[src/rtl/emu_io_pkg.sv]
// Shared defaults and GPIO bit positions for the emulation I/O bridge.
package emu_io_pkg;

  localparam int unsigned GPIO_W = 32;

  // Default build-time configuration
  localparam int unsigned DEF_N_SW        = 8;
  localparam int unsigned DEF_N_BTN       = 5;
  localparam int unsigned DEF_N_LED       = 8;
  localparam int unsigned DEF_DB_CYCLES   = 50000;
  localparam int unsigned DEF_SYNC_STAGES = 2;

  // GPIO bit positions: LED_LSB (gpio_out bit driving led 0) and BTN_LSB (gpio_in bit of button 0)
  localparam int unsigned GPIO_LED_LSB = 8;
  localparam int unsigned GPIO_BTN_LSB = 16;

  // Debounce counter width; never below one bit so the type stays legal.
  function automatic int unsigned cnt_width(input int unsigned cycles);
    return (cycles == 0) ? 1 : $clog2(cycles + 1);
  endfunction

endpackage

[src/rtl/emu_debounce.sv]
// One input channel: multi-flop synchroniser followed by a stability-window debouncer.
// DB_CYCLES = 0 bypasses the filter and no counter is built.
module emu_debounce
  import emu_io_pkg::*;
#(
  parameter int unsigned DB_CYCLES   = DEF_DB_CYCLES,
  parameter int unsigned SYNC_STAGES = DEF_SYNC_STAGES
) (
  input  logic clk,
  input  logic rst_n,
  input  logic pin_i,
  output logic stable_o,
  output logic rise_o
);

  logic [SYNC_STAGES-1:0] sync_q;
  logic                   synced;

  // Synchroniser shift chain; bit 0 samples the raw pin
  always_ff @(posedge clk or negedge rst_n) begin
    if (!rst_n) begin
      sync_q <= '0;
    end else begin
      sync_q <= {sync_q[SYNC_STAGES-2:0], pin_i};
    end
  end

  assign synced = sync_q[SYNC_STAGES-1];

  if (DB_CYCLES == 0) begin : g_bypass
    assign stable_o = synced;
    // Rising edge is visible one stage early so it lines up with the stable update
    assign rise_o   = sync_q[SYNC_STAGES-2] & ~synced;
  end else begin : g_filter
    localparam int unsigned     CntW    = cnt_width(DB_CYCLES);
    localparam logic [CntW-1:0] CntLast = CntW'(DB_CYCLES - 1);

    logic [CntW-1:0] cnt_q, cnt_d;
    logic            stable_q, stable_d;
    logic            settle;

    // Count consecutive mismatch cycles; commit on the last one and restart the window
    always_comb begin
      cnt_d    = '0;
      stable_d = stable_q;
      settle   = 1'b0;
      if (synced != stable_q) begin
        if (cnt_q == CntLast) begin
          settle   = 1'b1;
          stable_d = synced;
        end else begin
          cnt_d = cnt_q + 1'b1;
        end
      end
    end

    // Counter and debounced value registers
    always_ff @(posedge clk or negedge rst_n) begin
      if (!rst_n) begin
        cnt_q    <= '0;
        stable_q <= 1'b0;
      end else begin
        cnt_q    <= cnt_d;
        stable_q <= stable_d;
      end
    end

    assign stable_o = stable_q;
    assign rise_o   = settle & synced;
  end

endmodule

[src/rtl/emu_io_bridge.sv]
// Emulation I/O bridge: debounced switches/buttons into a SoC GPIO input word, registered
// LED drive from the GPIO output word, optional button-press interrupt.
// Optional feature: define EMU_IO_BRIDGE_IRQ_EN to build the pending bits and irq_o.
module emu_io_bridge
  import emu_io_pkg::*;
#(
  parameter int unsigned N_SW        = DEF_N_SW,
  parameter int unsigned N_BTN       = DEF_N_BTN,
  parameter int unsigned N_LED       = DEF_N_LED,
  parameter int unsigned LED_LSB     = GPIO_LED_LSB,
  parameter int unsigned BTN_LSB     = GPIO_BTN_LSB,
  parameter int unsigned DB_CYCLES   = DEF_DB_CYCLES,
  parameter int unsigned SYNC_STAGES = DEF_SYNC_STAGES
) (
  input  logic                clk,
  input  logic                rst_n,
  input  logic [N_SW-1:0]     sw_i,
  input  logic [N_BTN-1:0]    btn_i,
  input  logic [GPIO_W-1:0]   gpio_out_i,
  input  logic [GPIO_W-1:0]   gpio_ps_i,
  output logic [GPIO_W-1:0]   gpio_in_o,
  output logic [N_LED-1:0]    led_o,
  input  logic [N_BTN-1:0]    irq_clr_i,
  output logic                irq_o
);

  logic [N_SW-1:0]  sw_stable, sw_rise;
  logic [N_BTN-1:0] btn_stable, btn_rise;
  logic [N_LED-1:0] led_q;

  for (genvar i = 0; i < N_SW; i++) begin : g_sw
    emu_debounce #(
      .DB_CYCLES   (DB_CYCLES),
      .SYNC_STAGES (SYNC_STAGES)
    ) u_db (
      .clk      (clk),
      .rst_n    (rst_n),
      .pin_i    (sw_i[i]),
      .stable_o (sw_stable[i]),
      .rise_o   (sw_rise[i])
    );
  end

  for (genvar i = 0; i < N_BTN; i++) begin : g_btn
    emu_debounce #(
      .DB_CYCLES   (DB_CYCLES),
      .SYNC_STAGES (SYNC_STAGES)
    ) u_db (
      .clk      (clk),
      .rst_n    (rst_n),
      .pin_i    (btn_i[i]),
      .stable_o (btn_stable[i]),
      .rise_o   (btn_rise[i])
    );
  end

  // GPIO input word: switches low, buttons at BTN_LSB, PS word above, zero in the gap
  for (genvar i = 0; i < GPIO_W; i++) begin : g_gpio_in
    if (i < N_SW) begin : g_sw_bit
      assign gpio_in_o[i] = sw_stable[i];
    end else if ((i >= BTN_LSB) && (i < BTN_LSB + N_BTN)) begin : g_btn_bit
      assign gpio_in_o[i] = btn_stable[i-BTN_LSB];
    end else if (i >= BTN_LSB + N_BTN) begin : g_ps_bit
      assign gpio_in_o[i] = gpio_ps_i[i];
    end else begin : g_zero_bit
      assign gpio_in_o[i] = 1'b0;
    end
  end

  // LED drive is the selected GPIO output slice delayed one clock
  always_ff @(posedge clk or negedge rst_n) begin
    if (!rst_n) begin
      led_q <= '0;
    end else begin
      led_q <= gpio_out_i[LED_LSB +: N_LED];
    end
  end

  assign led_o = led_q;

`ifdef EMU_IO_BRIDGE_IRQ_EN
  logic [N_BTN-1:0] pending_q, pending_d;
  logic             irq_q;

  // A new press wins over a coincident clear on the same bit
  always_comb begin
    pending_d = (pending_q & ~irq_clr_i) | btn_rise;
  end

  // Pending bits and registered interrupt line
  always_ff @(posedge clk or negedge rst_n) begin
    if (!rst_n) begin
      pending_q <= '0;
      irq_q     <= 1'b0;
    end else begin
      pending_q <= pending_d;
      irq_q     <= |pending_q;
    end
  end

  assign irq_o = irq_q;

  logic unused_sigs;
  assign unused_sigs = ^{gpio_out_i, gpio_ps_i, sw_rise};
`else
  assign irq_o = 1'b0;

  logic unused_sigs;
  assign unused_sigs = ^{gpio_out_i, gpio_ps_i, sw_rise, btn_rise, irq_clr_i};
`endif

endmodule
[config.mk]
export PLATFORM = sky130hd
export DESIGN_NAME = emu_io_bridge
export DESIGN_NICKNAME = d
export VERILOG_FILES = /design/src/rtl/emu_io_pkg.sv /design/src/rtl/emu_debounce.sv /design/src/rtl/emu_io_bridge.sv
export SDC_FILE = /design/constraint.sdc
export NUM_CORES = 1
export LEC_CHECK = 0
export CORE_UTILIZATION = 40
export DETAILED_ROUTE_END_ITERATION = 12
export GPL_TIMING_DRIVEN = 0
export PLACE_DENSITY = 0.69
export SETUP_SLACK_MARGIN = 0.1
export SLEW_MARGIN = 10
export SYNTH_ARGS = -nofsm -noshare
export SYNTH_HDL_FRONTEND = slang
export SYNTH_SLANG_ARGS = --single-unit
[constraint.sdc]
create_clock -name clk -period 3.95 [get_ports clk]
set_input_delay 0.5925 -clock clk [delete_from_list [all_inputs] [get_ports clk]]
set_output_delay 0.5925 -clock clk [all_outputs]
set_load 0.01 [all_outputs]
==> flow_summary.ini <==
[clock_network]
cts.clk_slew.worst_paths_ns = 0.06
root_buffer = clkbuf_16
cts_tree = done
ctsLongestPathBuffers = 3
clk_latency_ns = 0.55
htreeDepth = 1
cts.sinks = 255
numCtsBuffers = 29

[timing]
post-route-min-period_ns = 2.22
slew_viol_final = 0
fin_worst_skew_ns = 0.0172
fin_crit_sh_pct = 56.1
fin_ws_ns = 1.73
hold_violations = 0
fmax_ghz = 0.451
setup-tns-final_ns = 0
rsz0062_at_grt = no
worst-slew-pin-transition_ns = 0.563
setup_viol = 0
slew_headroom_pct = 62.5

[pwr]
leakage_nw = 5.70
pwr_density_cell_nw_per_um2 = 401
power_mw = 5.60
vdd_ir_drop_max_uv = 316

[layout]
n_antenna_cell = 0
drive_gt1_share_pct = 9.50
multi_input_area_um2 = 5040
fin_cells = 1636
num-nets-final = 1331
area.growth.synth_to_final_pct = 17.5
nFillCells = 2634
seq_area_um2 = 6380

[global_route]
grt_usage_pct = 14.2
grt_max_degree = 112
gr-total-overflow = 0
antenna_found_initial = 1
grt_pass1_wl_um = 37000
first_global_vias = 8186

[logic_synthesis]
netlist_top_cells_count = 255 x dfrtp_1, 241 x nor2_1, 160 x xnor2_1, 73 x nand3_1, 56 x nor4_1
synthArstFlopShare_pct = 100
synth_top_area_cell = dfrtp_1
synth_area_leaders = dfrtp_1 54%, xnor2_1 12%, nor2_1 7.6%, nand3_1 3.1%, nor4_1 2.9%
synth_edf_count = 0
synth_top_area_share_pct = 53.7
synthFlopType = dfrtp_1
yosysUniqueCellTypes = 34
yosysWarnings = 0
ys_seq_elements = 255
syn_inst = 1138
ys_seq_area_share_pct = 53.7
synth_most_common_cell = dfrtp_1
syn_area_um2 = 11900
syn_avg_cell_area_um2 = 10.4

[critical_path]
end_kind = output pin
setup.worst_path.class = reg2out
cp_data_required_time_ns = 3.36
crit_fanout = 3
arrival_ns = 1.62
worst_setup_path_start_kind = flip-flop

[floorplan]
coreArea_um2 = 28900
rows = 62
dieArea_um2 = 30400
start_util_pct = 41.1
die_h_um = 174
die_x_um = 174
io_pins = 125

[drt]
drc_errors = 0
wl_um = 20500
viasPerCell = 4.93
routedWlPerCell_um = 12.6
drt_first_iter_violations = 396
drtPass1Iterations = 4
drtAntennaViolNets = 0
vias = 8063

[status]
status = complete, no violations

[run]
drv_cap = 0

[placement]
io_buffer_count = 54
dpl.hpwl_um = 13600
dp.cells = 1586
globalplace.congestion = 0.797
place_ws_ns = 2.00

[hold_path]
worstHoldPathType = reg2reg
[path summary, 6_finish.rpt]
check                                                    startpoint                                    endpoint  slack (ns)  depth (start not counted)
min                               g_btn[0].u_db.sync_q[0]$_DFF_PN0_           g_btn[0].u_db.sync_q[1]$_DFF_PN0_        0.35                          0
min in group asynchronous                                     rst_n  g_btn[1].u_db.g_filter.cnt_q[12]$_DFF_PN0_        0.58                          2
max                               g_sw[2].u_db.stable_o$_DFFE_PN0P_                                gpio_in_o[2]        1.73                          2
max reg2reg                g_sw[0].u_db.g_filter.cnt_q[0]$_DFF_PN0_   g_sw[0].u_db.g_filter.cnt_q[10]$_DFF_PN0_        1.99                          5
max in group asynchronous                                     rst_n   g_sw[0].u_db.g_filter.cnt_q[15]$_DFF_PN0_        2.48                          3
min reg2reg                       g_btn[0].u_db.sync_q[0]$_DFF_PN0_           g_btn[0].u_db.sync_q[1]$_DFF_PN0_        0.35                          0
[critical path: stages (launching register included)]
cell and delay, ns:
dfrtp_1 0.41, buf_4 0.13, clkdlybuf4s50_1 0.53
[final cells by class]
| cell class | count | share of cell area (%) |
|---|---|---|
| clock inverters | 8 | 0.851 |
| well taps | 384 | 3.44 |
| flip-flops and latches | 255 | 45.7 |
| multi-input cells | 803 | 36.1 |
| clock buffers | 41 | 6.02 |
| plain buffers | 46 | 2.42 |
| repair buffers | 57 | 4.37 |
| inverters | 42 | 1.13 |
[repair_timing]
item	4_1_cts	5_1_grt
endpoints found under the hold margin	30	0
buffers inserted	0	0
hold buffers	1	0
gates resized for setup	0	0
[registers in the layout (all words and copies together), names as in the netlist]
| signal | count |
|---|---|
| g_sw.u_db.g_filter.cnt_q | 128 |
| g_sw.u_db.stable_o | 8 |
| g_btn.u_db.g_filter.cnt_q | 80 |
| g_btn.u_db.stable_o | 5 |
| g_sw.u_db.sync_q | 16 |
| led_o | 8 |
| g_btn.u_db.sync_q | 10 |
[routing by layer]
metal / up-vias / global-route usage [%] / share of wire [%]
met2: 106 / 23.5 / 46
met1: 3891 / 18.9 / 48
met3: 36 / 2.82 / 4.0
met4: 2 / 3.91 / 2.1
met5: - / 0 / 0.063
li1: 4028 / - / -
[per-stage QoR]
stage | area (um2) | hold WS, ns | util, %
6_report | 14000 | 0.345 | 48.3
5_1_grt | 14000 | 0.354 | 48.3
4_1_cts | 14000 | 0.349 | 48.3
3_5_place_dp | 13000 | 0.336 | 44.9
3_3_place_gp | 12900 | 0.334 | 44.7
2_1_floorplan | 11900 | 0.297 | -
[placed cells by master (no fill, tap or decap), types with 3 or more instances in the layout]
cell,n
clkinv_2,4
nor4b_1,9
nor4bb_1,10
conb_1,9
inv_1,42
xnor2_1,160
nand3b_1,4
or3_1,4
nor2_1,241
nor4_1,56
clkbuf_8,7
nand3_1,73
xor2_1,32
nand4_1,46
nand2_1,49
clkbuf_16,29
buf_6,4
buf_2,3
mux2_2,11
a21oi_1,3
clkdlybuf4s50_1,53
and3_1,11
clkbuf_1,9
buf_4,35
bufinv_16,3
o41ai_4,8
ha_1,13
dfrtp_1,255
nor3_1,46
[logic make-up (layout without fill, tap and decap cells)]
family          Yosys count  in the layout  synth area share, %
flops                   255            255                 53.7
xor+xnor                192            192                 14.1
fa+ha+maj                13             13                 1.37
mux                      13             13                 1.29
other cells               1              9               0.0315
buf+inv                  88            194                 4.17
simple gates            562            562                 23.1
compound gates           14             14                 2.18
[power by group]
part	leakage [nW]	switching (mW)	internal, mW
Sequential	3.45	0.0398	2.66
Combinational	1.77	0.130	0.102
Clock	0.476	1.00	1.66
Total	5.70	1.17	4.42
(Power assumes the default switching activity.)
